[src/rtl/vsync_pkg.sv]
// Shared constants and symbol classification for the Gigatron VSYNC decoder.
package vsync_pkg;

  // Default Gigatron encoding: HSYNC pulses per VSYNC window for each bit value.
  localparam int GIGA_ZERO_HS = 7;
  localparam int GIGA_ONE_HS  = 9;
  localparam int GIGA_DATA_W  = 8;

  // err_count saturates here.
  localparam logic [7:0] ERR_CNT_MAX = 8'hFF;

  // Meaning of one completed VSYNC window.
  typedef enum logic [1:0] {
    SYM_ZERO,
    SYM_ONE,
    SYM_BAD
  } sym_e;

  // Map an HSYNC count onto a symbol; anything not exactly matching is bad.
  function automatic sym_e classify(input int count, input int zero_hs, input int one_hs);
    if (count == zero_hs) begin
      return SYM_ZERO;
    end
    if (count == one_hs) begin
      return SYM_ONE;
    end
    return SYM_BAD;
  endfunction

endpackage

[src/rtl/vsync_decoder_if.sv]
// Output word stream of the VSYNC decoder.
//
// Handshake: the master holds tx_data and tx_valid stable until it sees
// tx_ready; a word is transferred on every rising clock edge where both
// tx_valid and tx_ready are high. tx_ready may be held high freely and is
// allowed to depend on tx_valid; tx_valid never depends on tx_ready.
interface vsync_decoder_if #(
  parameter int DATA_W = 8
) ();

  logic [DATA_W-1:0] tx_data;
  logic              tx_valid;
  logic              tx_ready;

  modport master (
    output tx_data,
    output tx_valid,
    input  tx_ready
  );

  modport slave (
    input  tx_data,
    input  tx_valid,
    output tx_ready
  );

endinterface

[src/rtl/vsync_fifo.sv]
// Small synchronous FIFO holding assembled words until the consumer takes them.
// The head word is presented combinationally from the storage array so a push
// into an empty FIFO is visible on the very next cycle.
module vsync_fifo #(
  parameter int WIDTH = 8,
  parameter int DEPTH = 4
) (
  input  logic             CLOCK_50,
  input  logic             reset_n,
  input  logic             push,
  input  logic [WIDTH-1:0] push_data,
  input  logic             pop,
  output logic [WIDTH-1:0] head,
  output logic             valid,
  output logic             full,
  output logic             drop
);

  localparam int AW = (DEPTH > 1) ? $clog2(DEPTH) : 1;
  localparam logic [AW:0] DEPTH_CNT = (AW + 1)'(DEPTH);

  logic [WIDTH-1:0] mem [DEPTH];
  logic [AW-1:0]    wr_ptr;
  logic [AW-1:0]    rd_ptr;
  logic [AW:0]      count;
  logic             empty;
  logic             do_pop;
  logic             do_push;

  assign empty = (count == '0);
  assign full  = (count == DEPTH_CNT);
  assign valid = !empty;

  // When full, a same-cycle pop frees the slot the new word lands in.
  assign do_pop  = pop && !empty;
  assign do_push = push && (!full || do_pop);
  assign drop    = push && full && !do_pop;

  // Head is forced to zero while empty so nothing stale leaks out.
  assign head = empty ? '0 : mem[rd_ptr];

  // Storage array: written only, never reset; validity comes from count.
  always_ff @(posedge CLOCK_50) begin
    if (do_push) begin
      mem[wr_ptr] <= push_data;
    end
  end

  // Pointers and occupancy; depth is a power of two so pointers wrap naturally.
  always_ff @(posedge CLOCK_50) begin
    if (!reset_n) begin
      wr_ptr <= '0;
      rd_ptr <= '0;
      count  <= '0;
    end else begin
      if (do_push) begin
        wr_ptr <= wr_ptr + 1'b1;
      end
      if (do_pop) begin
        rd_ptr <= rd_ptr + 1'b1;
      end
      case ({do_push, do_pop})
        2'b10:   count <= count + 1'b1;
        2'b01:   count <= count - 1'b1;
        default: count <= count;
      endcase
    end
  end

endmodule

[src/rtl/vsync_decoder.sv]
// Recovers data bits that the Gigatron encodes as the number of HSYNC pulses
// inside each VSYNC-low window, assembles them into words and queues the words
// for a valid/ready consumer.
module vsync_decoder
  import vsync_pkg::*;
#(
  parameter int DATA_W     = GIGA_DATA_W,
  parameter int ZERO_HS    = GIGA_ZERO_HS,
  parameter int ONE_HS     = GIGA_ONE_HS,
  parameter int HS_CNT_W   = 5,
  parameter int FIFO_DEPTH = 4,
  parameter int MSB_FIRST  = 0
) (
  input  logic                CLOCK_50,
  input  logic                reset_n,
  input  logic                gigatron_vga_hs,
  input  logic                gigatron_vga_vs,
  vsync_decoder_if.master     tx,
  output logic                frame_err,
  output logic [7:0]          err_count,
  output logic                overflow,
  input  logic                ovf_clr,
  output logic [HS_CNT_W-1:0] dbg_hscount
);

  localparam int BC_W = $clog2(DATA_W + 1);
  localparam logic [BC_W-1:0]     BC_LAST = BC_W'(DATA_W - 1);
  localparam logic [HS_CNT_W-1:0] HS_MAX  = '1;

  // Synchronizers (two flops) plus one delay flop per sync input.
  logic hs_s1, hs_s2, hs_d;
  logic vs_s1, vs_s2, vs_d;

  logic hs_fall;
  logic vs_fall;
  logic vs_rise;

  logic [HS_CNT_W-1:0] hs_cnt;
  sym_e                sym;

  logic [BC_W-1:0]     bit_cnt;
  logic [BC_W-1:0]     bit_idx;
  logic [DATA_W-1:0]   shreg;
  logic [DATA_W-1:0]   shreg_ins;

  logic                valid_bit;
  logic                bad_window;
  logic                word_done;

  logic [DATA_W-1:0]   fifo_head;
  logic                fifo_valid;
  logic                fifo_full;
  logic                fifo_drop;
  logic                fifo_pop;

  // Bring the asynchronous sync lines into the clock domain; idle level is high.
  always_ff @(posedge CLOCK_50) begin
    if (!reset_n) begin
      hs_s1 <= 1'b1;
      hs_s2 <= 1'b1;
      hs_d  <= 1'b1;
      vs_s1 <= 1'b1;
      vs_s2 <= 1'b1;
      vs_d  <= 1'b1;
    end else begin
      hs_s1 <= gigatron_vga_hs;
      hs_s2 <= hs_s1;
      hs_d  <= hs_s2;
      vs_s1 <= gigatron_vga_vs;
      vs_s2 <= vs_s1;
      vs_d  <= vs_s2;
    end
  end

  assign hs_fall = hs_d & ~hs_s2;
  assign vs_fall = vs_d & ~vs_s2;
  assign vs_rise = ~vs_d & vs_s2;

  // HSYNC pulse counter: cleared at window start, counts only inside the window.
  // A VS fall wins over a coincident HS fall, so that HS edge is not counted.
  always_ff @(posedge CLOCK_50) begin
    if (!reset_n) begin
      hs_cnt <= '0;
    end else if (vs_fall) begin
      hs_cnt <= '0;
    end else if (!vs_s2 && hs_fall && (hs_cnt != HS_MAX)) begin
      hs_cnt <= hs_cnt + 1'b1;
    end
  end

  // Classify the closing window and build the word with the new bit inserted.
  always_comb begin
    sym        = classify(int'(hs_cnt), ZERO_HS, ONE_HS);
    valid_bit  = vs_rise && (sym != SYM_BAD);
    bad_window = vs_rise && (sym == SYM_BAD);
    word_done  = valid_bit && (bit_cnt == BC_LAST);
    bit_idx    = (MSB_FIRST != 0) ? (BC_LAST - bit_cnt) : bit_cnt;
    shreg_ins  = shreg;
    for (int i = 0; i < DATA_W; i++) begin
      if (BC_W'(i) == bit_idx) begin
        shreg_ins[i] = (sym == SYM_ONE);
      end
    end
  end

  // Word assembly: a bad window throws away the partial word; a full word is
  // handed to the FIFO in the same cycle and assembly restarts from zero.
  always_ff @(posedge CLOCK_50) begin
    if (!reset_n) begin
      bit_cnt     <= '0;
      shreg       <= '0;
      dbg_hscount <= '0;
    end else begin
      if (vs_rise) begin
        dbg_hscount <= hs_cnt;
      end
      if (bad_window || word_done) begin
        bit_cnt <= '0;
        shreg   <= '0;
      end else if (valid_bit) begin
        bit_cnt <= bit_cnt + 1'b1;
        shreg   <= shreg_ins;
      end
    end
  end

  // One-cycle error strobe for each bad window.
  always_ff @(posedge CLOCK_50) begin
    if (!reset_n) begin
      frame_err <= 1'b0;
    end else begin
      frame_err <= bad_window;
    end
  end

  // Error statistics; a clear request beats any same-cycle update.
  always_ff @(posedge CLOCK_50) begin
    if (!reset_n || ovf_clr) begin
      err_count <= '0;
      overflow  <= 1'b0;
    end else begin
      if (bad_window && (err_count != ERR_CNT_MAX)) begin
        err_count <= err_count + 1'b1;
      end
      if (fifo_drop) begin
        overflow <= 1'b1;
      end
    end
  end

  assign fifo_pop = fifo_valid && tx.tx_ready;

  vsync_fifo #(
    .WIDTH (DATA_W),
    .DEPTH (FIFO_DEPTH)
  ) u_fifo (
    .CLOCK_50  (CLOCK_50),
    .reset_n   (reset_n),
    .push      (word_done),
    .push_data (shreg_ins),
    .pop       (fifo_pop),
    .head      (fifo_head),
    .valid     (fifo_valid),
    .full      (fifo_full),
    .drop      (fifo_drop)
  );

  assign tx.tx_data  = fifo_head;
  assign tx.tx_valid = fifo_valid;

endmodule

[src/flat_wrapper.sv]
// flat-port wrapper written by rule: the top's interface ports become plain ports
module vsync_decoder_flat import vsync_pkg::*;
#(
  parameter int DATA_W     = GIGA_DATA_W,
  parameter int ZERO_HS    = GIGA_ZERO_HS,
  parameter int ONE_HS     = GIGA_ONE_HS,
  parameter int HS_CNT_W   = 5,
  parameter int FIFO_DEPTH = 4,
  parameter int MSB_FIRST  = 0
)
  (CLOCK_50, reset_n, gigatron_vga_hs, gigatron_vga_vs, frame_err, err_count, overflow, ovf_clr, dbg_hscount, tx_tx_data, tx_tx_valid, tx_tx_ready);
  vsync_decoder_if #(.DATA_W(DATA_W)) tx_i ();
  input  logic CLOCK_50;
  input  logic reset_n;
  input  logic gigatron_vga_hs;
  input  logic gigatron_vga_vs;
  output logic frame_err;
  output logic [7:0] err_count;
  output logic overflow;
  input  logic ovf_clr;
  output logic [HS_CNT_W-1:0] dbg_hscount;
  output wire logic [$bits(tx_i.tx_data)-1:0] tx_tx_data;
  output wire logic [$bits(tx_i.tx_valid)-1:0] tx_tx_valid;
  input wire logic [$bits(tx_i.tx_ready)-1:0] tx_tx_ready;
  assign tx_tx_data = tx_i.tx_data;
  assign tx_tx_valid = tx_i.tx_valid;
  assign tx_i.tx_ready = tx_tx_ready;
  vsync_decoder #(.DATA_W(DATA_W), .ZERO_HS(ZERO_HS), .ONE_HS(ONE_HS), .HS_CNT_W(HS_CNT_W), .FIFO_DEPTH(FIFO_DEPTH), .MSB_FIRST(MSB_FIRST)) u_core (.CLOCK_50(CLOCK_50), .reset_n(reset_n), .gigatron_vga_hs(gigatron_vga_hs), .gigatron_vga_vs(gigatron_vga_vs), .tx(tx_i), .frame_err(frame_err), .err_count(err_count), .overflow(overflow), .ovf_clr(ovf_clr), .dbg_hscount(dbg_hscount));
endmodule
[config.mk]
export PLATFORM = sky130hd
export DESIGN_NAME = vsync_decoder_flat
export DESIGN_NICKNAME = d
export VERILOG_FILES = /design/src/rtl/vsync_pkg.sv /design/src/rtl/vsync_decoder_if.sv /design/src/rtl/vsync_fifo.sv /design/src/rtl/vsync_decoder.sv /design/src/flat_wrapper.sv
export SDC_FILE = /design/constraint.sdc
export NUM_CORES = 1
export LEC_CHECK = 0
export CAP_MARGIN = 10
export CORE_ASPECT_RATIO = 0.75
export CORE_MARGIN = 5
export CORE_UTILIZATION = 25
export DETAILED_ROUTE_END_ITERATION = 12
export PLACE_DENSITY = 0.53
export REMOVE_ABC_BUFFERS = 1
export SLEW_MARGIN = 20
export SYNTH_ARGS = -nofsm -noshare
export SYNTH_HDL_FRONTEND = slang
export SYNTH_SLANG_ARGS = --single-unit
[constraint.sdc]
create_clock -name CLOCK_50 -period 2.2 [get_ports CLOCK_50]
set_input_delay 0.33 -clock CLOCK_50 [delete_from_list [all_inputs] [get_ports CLOCK_50]]
set_output_delay 0.33 -clock CLOCK_50 [all_outputs]
set_load 0.1 [all_outputs]
## Word level (Yosys, flattened, before mapping)

Memories as Yosys holds them, arrays and structs flattened. A register that Yosys moved wholly into a read port is not among the register bits.
Cells that the tools add are included.

- Equality and inequality tests: 18
- Muxes and demuxes: 21
- Reductions and logical operators: 24
- Bitwise gates (word level): 7
- Add/sub/neg operators: 7

Operators by type and width:

| operator | count |
|---|---|
| $eq 3x4->1 const A | 4 |
| $mux 1 | 13 |
| $mux 2 | 6 |
| $logic_and 1x1->1 | 11 |
| $add 8x1->8 const B | 1 |
| $eq 2x4->1 const A | 2 |
| $mux 8 | 1 |
| $ne 8x8->1 const B | 1 |
| $pmux 3 s2 | 1 |
| $add 5x1->5 const B | 1 |
| $eq 5x4->1 const B | 1 |
| $eq 5x5->1 const B | 1 |
| $logic_not 1->1 | 5 |
| $ne 5x5->1 const B | 1 |
| $add 2x1->2 const B | 2 |
| $add 4x1->4 const B | 1 |
| $eq 1x4->1 const A | 1 |
| $eq 2x1->1 const B | 2 |
| $eq 2x2->1 const B | 2 |
| $eq 4x3->1 const B | 1 |
| $logic_not 4->1 | 1 |
| $not 1->1 | 4 |
| $reduce_or 2->1 | 2 |
| $add 3x1->3 const B | 1 |
| 7 further kinds | 11 |

- Memories kept: 1
- Bits of input ports: 6
- RAM bits: 32
- Register bits after elaboration: 45
- Output and inout bits: 24
- Word-level logic and storage cells: 94

Memories:

| memory | depth | width | rd ports | clocked after Yosys merged registers in | write ports | RTL line | source |
|---|---|---|---|---|---|---|---|
| u_core.u_fifo.mem | 4 | 8 | 1 | 1 | 1 | vsync_fifo.sv:22 | `logic [WIDTH-1:0] mem [DEPTH];` |

## Depth between registers and ports, before layout

Gate-level depths: netlist of run 1.

- Word-level depth: 11
- Gate-level depth with buffers: 10
- Depth with buffers taken out: 9

## Hierarchy

A second synthesis of run 1 with hierarchy kept.

- Cell total of the unflattened synthesis: 323
- Area, all modules: 3,659.8 um^2

By module, submodules not included:

| module | sequential area each (um^2) | area each (um^2) | instances | cells each |
|---|---|---|---|---|
| vsync_decoder | 760.7 | 1,855.5 | 1 | 204 |
| vsync_fifo | 1,141.1 | 1,804.2 | 1 | 119 |

## Worst setup path after synthesis of run 1

No wires, ideal clock.

- Path kind: flip-flop to output port
- From: register with a tool-made name
- To: output tx_tx_data[0]
- Path buffers: 1
- Stages on the path, launching flop included: 4
- Slack: -0.281 ns
- Required time: 1.870 ns
- Data arrival time: 2.151 ns
- Path through: dfxtp_1 buf_2 mux4_2 nor2b_1

RTL lines:

| item | RTL line | source |
|---|---|---|
| end: declaration | flat_wrapper.sv:22 | `output wire logic [$bits(tx_i.tx_data)-1:0] tx_tx_data;` |

==> metrics.txt, run 1 <==
H-tree depth 3; Layout area overhead 28.51%; fin nets 380; Synth area leader edfxtp_1; peak supply drop 0.0003851 V; XOR/XNOR share of the synthesized area 1.983%; hold-fix buffers at CTS 0; WL/cell 12.77 um; Worst Path Required 1.87 ns; critical-path maximum fanout 8; sequential cell area fraction in the yosys report 53.82%; first-pass GRT wire length 12050 um; final hold violation count 0; Setup crit start kind flip-flop; std cell rows 37; Distinct cells, synth 48; Max Root-Sink Buffers 2; #FFs+latches synth 79; Final WS setup 0.1491 ns; FMAX 487.6 MHz; yosys warns 0; I/O Buffers 29; Starting Density 25.61%; Final Critical Period 2.051 ns; endpoint type of the worst setup path primary output; max-slew violation count 0; drt total wl 6908 um; Slew HR 57.96%; Synth top area share 27.20%; Post-Syn Area 3533 um^2; fin crit share 93.22%; Antenna Nets Post-Route 0; worst r2r src u_core.hs_cnt[1]; die footprint 16640 um^2; Hold Crit Start u_core.vs_s1; CTS Sinks 79; unrepaired setup endpoints after global routing no; Worst Path Buf+Inv 2; top cells by area, synth edfxtp_1, dfxtp_1, mux4_2; GRT Total Usage 9.057%; post-synthesis instance total 311; Pre-antenna DRT Iters 4; post-DP HPWL 5122 um; kind of cell adding the most delay to the critical path multiplexers; vias 2360; vias in the first global route 2405; post-synthesis mux area share 8.782%; final-report setup violation count 0; root buf cell clkbuf_16; IO Pins 30; Post-synth EDFFs 32; Fill cells 1379; Worst EP arrival 1.72 ns; Placed Cells 525; vias per inst 4.362; worst-margin pin slew 0.6240 ns; slowest cell on the critical path mux4_2; FFs w/ async S/R, synth 0%; most common flop cell mapped by yosys dfxtp_1; die height 113.0 um; Hold Path Class reg -> reg; P per Cell Area 663.0 nW/um^2; total gr overflow 0; layout cells sized above 1 24.04%; Adder-Cell Fraction of Synth Area 4.816%; Post-Layout Cell Count 541; dpl ws 0.07948 ns; skew final 0.006593 ns; average cell area after synthesis 11.36 um^2; Synth Area in Compound Gates 9.101%; die width 147.3 um; core area 13800 um^2; number of CTS-inserted buffers 9; CTS tree done; largest net degree at the start of global routing 21; MaxCap Viol Count 0; largest family of logic cells by synthesized area simple AND/OR/NAND/NOR gates; PnR Total Power 3011 uW; Clk Latency, worst-skew pair 0.34 ns; GP Congestion 0.7629; leakage 0.001744 uW; initial antenna violation count 0; outcome finished, final reports clean; Synth Area in Simple Gates 17.78%; Clk pin slew, worst setup/hold paths 0.06 ns; # DRC 0; CP Cell Sequence buf_4 > mux4_2 > nor2b_1 > buf_12; setup TNS 0 ns; Crit Path Category reg -> out; Ant. Diodes 0; slowest stage delay, CP 0.53 ns; initial DRC count 91
## worst register-to-register path, delay by kind of cell, from the launching register on
family | cells | cell delay (ns)
adders and majority gates | 2 | 0.53
and+or+nand+nor | 2 | 0.39
DFF | 1 | 0.36
muxes | 2 | 0.35
AOI/OAI and AO/OA | 2 | 0.26
buffers and inverters | 1 | 0.04
## synthesized netlist by cell type (2+ instances only)
cell,instances
a21oi_1,16
buf_2,5
dfxtp_1,47
inv_1,19
xnor2_1,3
and4bb_2,2
ha_1,12
xor2_1,5
a211oi_1,9
nand4bb_4,2
or2_2,4
or3_1,2
nor3_1,3
o31ai_1,3
or4_1,4
edfxtp_1,32
clkbuf_1,5
nand2_1,29
nor2b_1,10
o21ai_0,7
nand4_1,2
and3_1,5
nand2b_1,9
nor2_1,25
o41ai_1,2
mux4_2,8
mux2i_1,13
nand3_1,8
## metrics by stage
stage	hold slack [ns]	area, um^2	util, %
detailed placement	0.3924	4245	30.77
CTS	0.4073	4534	32.87
floorplan	0.3863	3473	-
global route	0.4365	4541	32.91
global placement	0.3925	4245	30.77
finish	0.4065	4541	32.91
## power breakdown
group / switching (uW) / internal [uW]
combinational: 33.2 / 22.2
clock: 648 / 790
sequential: 2.80 / 1510
## final cells by class
type	count	area [um^2]	share of cell area, %
flip-flops and latches	79	1906	41.97
multi-input cells	200	1503	33.09
repair buffers	52	553.0	12.18
clock buffers	9	225.2	4.960
well taps	175	219.0	4.822
inverters	19	71.32	1.571
clock inverters	7	63.81	1.405
## timing repair
item	CTS	global route
resized for setup	0	4
buffers inserted	0	0
endpoints found under the setup margin	0	1
## cell families (layout without fill, tap and decap cells)
group / after synthesis / after routing
mux: 21 / 21
flops: 79 / 79
xor+xnor: 8 / 8
compound gates: 47 / 47
fa+ha+maj: 13 / 13
buf+inv: 32 / 87
simple gates: 111 / 111
## placed cells by master (no fill, tap or decap), types with 2 or more instances in the layout
cell / Yosys / layout
a211oi_1: 9 / 9
a21oi_1: 16 / 16
and3_1: 5 / 5
and4bb_2: 2 / 2
buf_12: 0 / 12
buf_4: 1 / 35
clkbuf_16: 0 / 9
clkdlybuf4s50_1: 0 / 5
clkinvlp_4: 0 / 2
dfxtp_1: 47 / 46
edfxtp_1: 32 / 32
ha_1: 12 / 12
inv_1: 19 / 19
inv_6: 0 / 2
inv_8: 0 / 2
mux2i_1: 13 / 13
mux4_2: 8 / 8
nand2_1: 29 / 29
nand2b_1: 9 / 9
nand3_1: 8 / 8
nand4_1: 2 / 2
nand4bb_4: 2 / 2
nor2_1: 25 / 25
nor2b_1: 10 / 10
nor3_1: 3 / 3
o21ai_0: 7 / 6
o21ai_1: 1 / 2
o31ai_1: 3 / 3
o41ai_1: 2 / 2
or2_2: 4 / 4
or3_1: 2 / 2
or4_1: 4 / 4
xnor2_1: 3 / 3
xor2_1: 5 / 5
## registers in the layout (all words and copies together) (netlist names), 2 cells and up, named ones only
register	flops
u_core.shreg	8
u_core.u_fifo.mem	32
u_core.u_fifo.rd_ptr	2
u_core.hs_cnt	5
u_core.u_fifo.wr_ptr	2
u_core.bit_cnt	4
u_core.dbg_hscount	5
u_core.u_fifo.count	3
u_core.err_count	8
## per-layer routing
layer / track usage, % / vias up / share of wire (%)
met5: 0 / - / 0
met4: 3.104 / 0 / 1.5
met3: 3.122 / 8 / 4.1
met2: 13.74 / 39 / 43
met1: 12.11 / 1098 / 51
li1: - / 1215 / -
## worst paths after layout
check	end	slack [ns]	depth (start not counted)
max	tx_tx_data[2]	0.15	4
min	u_core.vs_s2	0.41	1
max reg2reg	u_core.u_fifo.count[2]	0.20	9
min reg2reg	u_core.vs_s2	0.41	1
Power figures use the tool's default switching activity.
==> run 2: changes to the inputs <==
--- a/config.mk
+++ b/config.mk
@@ -9,7 +9,7 @@
 export CORE_ASPECT_RATIO = 0.75
 export CORE_MARGIN = 5
-export CORE_UTILIZATION = 25
+export CORE_UTILIZATION = 52
 export DETAILED_ROUTE_END_ITERATION = 12
-export PLACE_DENSITY = 0.53
+export PLACE_DENSITY = 0.87
 export REMOVE_ABC_BUFFERS = 1
 export SLEW_MARGIN = 20
==> constraint.sdc (replaced) <==
create_clock -name CLOCK_50 -period 2.2 [get_ports CLOCK_50]
set_input_delay 0.22 -clock CLOCK_50 [delete_from_list [all_inputs] [get_ports CLOCK_50]]
set_output_delay 0.22 -clock CLOCK_50 [all_outputs]
set_load 0.1 [all_outputs]
==> run 2 against run 1 <==
Compared with the run above:
- sequential share of layout area increased by 3.0 points
- clock power decreased by 33%
- largest power group unchanged
- core utilization increased by 30 points
- count of clock-buffer cells in the layout unchanged
- flip-flop and latch count unchanged
- total power decreased by 16%
- sequential power about the same
- routed wire length decreased by 6.3%
==> metrics.txt, run 2 (synthesis results as in run 1) <==
R2R Setup Slk 0.15 ns; endpoint type of the worst setup path flip-flop; worst r2r src u_core.hs_cnt[1]; core area 6701 um^2; Crit Path Category reg -> reg; CTS tree done; Worst Reg-to-Reg Cells 9; final hold violation count 0; skew final 0.01570 ns; worst hold stages 1; RR Endpoint u_core.u_fifo.count[2]; first-pass GRT wire length 11320 um; CTS Sinks 79; initial antenna violation count 0; sequential cell area 1903 um^2; final-report setup violation count 0; root buf cell clkbuf_8; largest net degree at the start of global routing 21; commonest cells after routing, fill and taps aside dfxtp_1, buf_4, edfxtp_1, nand2_1, nor2_1; biggest regs u_core.u_fifo.mem x32, u_core.err_count x8, u_core.shreg x8; # DRC 0; max-slew violation count 0; Hold Path Class reg -> reg; setup TNS 0 ns; total gr overflow 0; Worst Path Required 2.48 ns; Clk pin slew, worst setup/hold paths 0.08 ns; Hold Crit Start u_core.hs_s1; I/O Buffers 29; number of CTS-inserted buffers 9; critical-path maximum fanout 5; initial DRC count 100; Placed Cells 428; worst-margin pin slew 0.6106 ns; Pre-antenna DRT Iters 4; hold-fix buffers at CTS 0; Setup crit start kind flip-flop; PnR Total Power 2528 uW; Worst EP arrival 2.33 ns; Final Critical Period 2.050 ns; die footprint 8560 um^2; final core utilization 63.13%; P per Cell Area 597.7 nW/um^2; GP Congestion 0.8886; area of the multi-input gates 1503 um^2; drt total wl 6474 um; H-tree depth 3; fin crit share 93.17%; GRT Total Usage 16.55%; layout cells sized above 1 22.50%; vias per inst 5.374; Antenna Nets Post-Route 0; vias in the first global route 2393; Slew HR 59.14%; Max Root-Sink Buffers 2; CTS resizes 0; leakage 0.001654 uW; max FFs per register 32; die width 105.2 um; outcome finished, final reports clean; commonest non-fill, non-tap cell in the layout dfxtp_1; Reg with most FFs u_core.u_fifo.mem; WHS Endpoint u_core.hs_s2; peak supply drop 0.0003127 V; Post-Layout Cell Count 444; die height 81.39 um; Fill cells 511; vias 2386; IO Pins 30; post-DP HPWL 4775 um; FMAX 487.9 MHz; Starting Density 52.73%; Clk Latency, worst-skew pair 0.35 ns; fin nets 374; unrepaired setup endpoints after global routing no; MaxCap Viol Count 0; Layout area overhead 19.72%; std cell rows 26; Ant. Diodes 0; WL/cell 14.58 um; postcts setup bufs 0
-- run 2: cell types whose count changed in the layout (fill, tap and decap cells not counted), moves of 3 or more --
cell / before / now
buf_12: 12 / 9
clkbuf_16: 9 / 0
clkbuf_8: 0 / 9
buf_4: 35 / 32
-- run 2: final cells by class --
cell class / count / area share (%)
clock inverter: 7 / 1.272
inverter: 19 / 1.686
multi-input combinational: 200 / 35.52
tap: 84 / 2.484
sequential: 79 / 44.99
clock buffer: 9 / 2.928
timing repair buffer: 46 / 11.12
-- run 2: per-layer routing --
layer  GRT usage [%]  part of all wire [%]  vias to the layer above
met1           21.40                    47                     1141
met4           6.386                   1.0                        0
met3           4.448                   4.3                        6
li1                -                     -                     1189
met2           26.78                    48                       50
met5               0                     0                        -
-- run 2: power breakdown --
group	switching (uW)	internal, uW
clock network	538	420
logic	31.8	21.2
registers	3.20	1510
-- run 2: worst max-delay path by stage --
| stage | start | endpoint | slack, ns | cells after the start |
|---|---|---|---|---|
| 2_1_floorplan | flip-flop | tx_tx_data[0] | -0.24 | 2 |
| 3_3_place_gp | u_core.hs_cnt[1] | u_core.u_fifo.count[2] | 0.18 | 9 |
| 3_5_place_dp | u_core.hs_cnt[1] | u_core.u_fifo.count[2] | 0.08 | 9 |
| 4_1_cts | u_core.hs_cnt[1] | u_core.u_fifo.count[2] | 0.05 | 9 |
| 5_1_grt | u_core.hs_cnt[1] | u_core.u_fifo.count[2] | 0.01 | 9 |
| 6_report | u_core.hs_cnt[1] | u_core.u_fifo.count[2] | 0.15 | 9 |
-- run 2: worst max-delay path, stage by stage (launching register included) --
cell,delay (ns)
dfxtp_2,0.37
inv_1,0.05
ha_1,0.19
and4bb_2,0.25
o21ai_2,0.16
o21ai_0,0.12
fa_2,0.36
and2_1,0.14
mux2i_1,0.15
mux2i_1,0.19
-- run 2: through the flow --
step                hold slack (ns)  worst slack [ns]  instance area, um^2
CTS                          0.4200           0.05354                 4227
floorplan                    0.2930           -0.2379                 3473
global placement             0.3878            0.1761                 4049
finish                       0.4209            0.1503                 4230
global route                 0.4294           0.01498                 4230
detailed placement           0.4052           0.08239                 4049
==> patch: new RTL, flow settings as in run 1 <==
`FIFO_DEPTH` is set to 4 in 2 places; all go to 8.
--- a/src/rtl/vsync_decoder.sv
+++ b/src/rtl/vsync_decoder.sv
@@ -9,5 +9,5 @@
   parameter int ONE_HS     = GIGA_ONE_HS,
   parameter int HS_CNT_W   = 5,
-  parameter int FIFO_DEPTH = 4,
+  parameter int FIFO_DEPTH = 8,
   parameter int MSB_FIRST  = 0
 ) (
--- a/src/flat_wrapper.sv
+++ b/src/flat_wrapper.sv
@@ -6,5 +6,5 @@
   parameter int ONE_HS     = GIGA_ONE_HS,
   parameter int HS_CNT_W   = 5,
-  parameter int FIFO_DEPTH = 4,
+  parameter int FIFO_DEPTH = 8,
   parameter int MSB_FIRST  = 0
 )
Function: no difference found for any inputs over 10 cycles, from zero or initial values and one cycle with reset_n low; that may be too few to reach the edited logic, so the function may still have changed.
==> patch against run 1 <==
The flow now finishes with violations (setup timing); register-to-register slack worse by 0.19 ns; count of clock-buffer cells in the layout up 9; critical path type unchanged; sequential cell count up 36; worst setup slack worse by 0.22 ns; cell area up 44%; total power up 68%; core utilization up 0.85 points; routed wire length up 58%; global-route usage up 0.95 points; largest power group is now clock; highest routed layer unchanged; via count up 33%; die area up 36%; area after synthesis up 40%.
==> patch: results (changes against run 1) <==
- The fraction of registers with async set/reset is 0% (unchanged).
- The commonest cells after synthesis are 64 x sky130_fd_sc_hd__edfxtp_1, 51 x sky130_fd_sc_hd__dfxtp_1, 48 x sky130_fd_sc_hd__nor2_1.
- The number of design-rule violations left by the first detailed-router iteration is 187 (+110%).
- The number of nets in the final layout is 467 (+23%).
- The endpoint arrival time on the critical path is 1.94 ns (+0.22 ns).
- The adder-cell share of the synthesized area is 2.79% (-2.0 points).
- The class of the most critical hold timing path is reg -> reg.
- The detailed-placement wirelength estimate is 7450 um (+45%).
- The via density per instance is 4.40 (+0.90%).
- The placer's final routability congestion estimate was 0.781 (+2.4%).
- The global-route wire length before repair is 17300 um (+44%).
- The leakage component of the power came to 0.00242 uW (+39%).
- The sequential area share after synthesis came to 59.7% (+5.8 points).
- The detail-routed net length per standard cell came to 15.3 um (+20%).
- The clock transition time at the flip-flop clock pins of the worst setup and hold paths is 0.06 ns (about the same).
- The final reports fail on setup timing.
- The maximum number of pins on one net before global-route repair is 30 (+43%).
- The clock tree skew after final layout was 0.0117 ns (+0.00515 ns).
- The die span in x is 172 um (+17%).
- The global-route usage over all layers is 10.0% (+0.95 points).
- The actual slew at the worst max-slew pin is 0.608 ns (-0.0159 ns).
- The least setup slack across all paths after layout is -0.0663 ns (-0.215 ns).
- The mux cell area share after synthesis came to 13.2% (+4.4 points).
- The maximum level of the CTS H-tree is 4 (+1).
- The count of flip-flops with a built-in enable after synthesis is 64 (+100%).
- The number of port buffers is 29 (unchanged).
- The number of different library cells in the post-synthesis netlist is 49 (+2.1%).
- The average cell area after synthesis is 12.9 sq um (+14%).
- The number of placed instances, taps included is 683 (+30%).
- The count of endpoints failing setup in the final report came to 7 (+7).
- The root buffer cell chosen for the clock tree is sky130_fd_sc_hd__clkbuf_16.
- The filler cell count is 1906 (+38%).
- By area the synthesized netlist is led by sky130_fd_sc_hd__edfxtp_1 39%, sky130_fd_sc_hd__dfxtp_1 21%, sky130_fd_sc_hd__mux4_2 7.3%.
- The proportion of layout cells with a drive suffix above 1 is 31.0% (+6.9 points).
- The clock latency on the worst-skew pair is 0.41 ns (+0.07 ns).
- The highest net fanout along the worst path came to 8 (unchanged).
- The post-synthesis compound-gate area fraction was 4.08% (-5.0 points).
- The highest ir drop seen on vdd came to 0.000428 V (+11%).
- The flow ran to the end, but the final reports show violations.
- The total CTS buffers is 17 (+8).
- The number of post-CTS setup repair buffers is 0 (unchanged).
- The largest registers in the layout are u_core.u_fifo.mem x64, u_core.err_count x8, u_core.shreg x8.
- The number of global-route vias before repair is 3155 (+31%).
- The fraction of synthesized cell area in xor and xnor cells came to 2.84% (+0.86 points).
- The initial antenna violation count came to 0 (unchanged).
- For this run, the leading register cell type out of synthesis is sky130_fd_sc_hd__edfxtp_1.
- The detailed-route via count was 3147 (+33%).
## patch: cell count changes after synthesis, sizes merged, moves of 7 or more
cell and change:
a21oi -11, edfxtp +32, inv -11, mux2 +8
mux2i +7, mux4 +8, nor2 +24, xnor2 +7
## patch: cell type report
type                       count  area share, %
clock buffer                  18           6.56
clock inverter                13           2.45
multi-input combinational    241           30.2
sequential                   115           45.2
tap                          253           4.84
timing repair buffer          67           10.3
inverter                       8          0.459
## patch: cells by family after synthesis
logic type	Yosys count
adders and majority gates	11
AOI/OAI and AO/OA	28
xor gates and xnor gates	16
muxes	44
buffers and inverters	25
DFF	115
and+or+nand+nor	142
## patch: per-layer routing
layer,global-route usage (%),part of all wire (%),vias up
met5,0,0,-
met4,3.27,0.46,0
met3,3.87,5.4,2
met2,13.7,45,66
met1,14.4,49,1559
li1,-,-,1520
## patch: metrics by stage
stage                     TNS (ns)  total power (uW)  util (%)  area, sq um  setup slack [ns]
final                       -0.123              5050      33.8         6540           -0.0663
after global routing         -2.06              5230      33.8         6540            -0.144
after CTS                   -0.431              5110      33.3         6450            -0.107
after detailed placement     -3.48              2360      30.0         5810           -0.0937
after global placement       -3.03              2350      30.0         5810           -0.0913
after floorplan             -37.12              2320         -         4860            -0.677
## patch: worst max-delay path, stage by stage, from the launching register on
cell	delay [ns]
sky130_fd_sc_hd__dfxtp_4	0.39
sky130_fd_sc_hd__buf_12	0.15
sky130_fd_sc_hd__mux4_2	0.53
sky130_fd_sc_hd__mux2i_2	0.21
sky130_fd_sc_hd__nor2_2	0.07
sky130_fd_sc_hd__buf_12	0.17
## patch: final timing paths
| check | to | from | slack (ns) | cells past startpoint |
|---|---|---|---|---|
| hold reg to reg | u_core.hs_s2$_SDFF_PN1_ | u_core.hs_s1$_SDFF_PN1_ | 0.41 | 1 |
| setup reg to reg | u_core.u_fifo.mem[1][5]$_DFFE_PP_ | u_core.hs_cnt[1]$_SDFFE_PP0P_ | 0.01 | 8 |
| setup / recovery | tx_tx_data[5] | flip-flop | -0.07 | 5 |
| hold / removal | u_core.hs_s2$_SDFF_PN1_ | u_core.hs_s1$_SDFF_PN1_ | 0.41 | 1 |
## patch: timing repair
action / in CTS / in global routing
pin swaps: 1 / 6
gates cloned: 1 / 0
gates resized for setup: 9 / 23
hold buffers: 0 / 0
setup endpoints to repair: 27 / 59
## patch: report_power, final
part	internal, uW	total (uW)	switching, uW
Sequential	2250	2250	3.08
Combinational	23.9	57.2	33.4
Clock	1770	2740	970
Total	4050	5050	1010
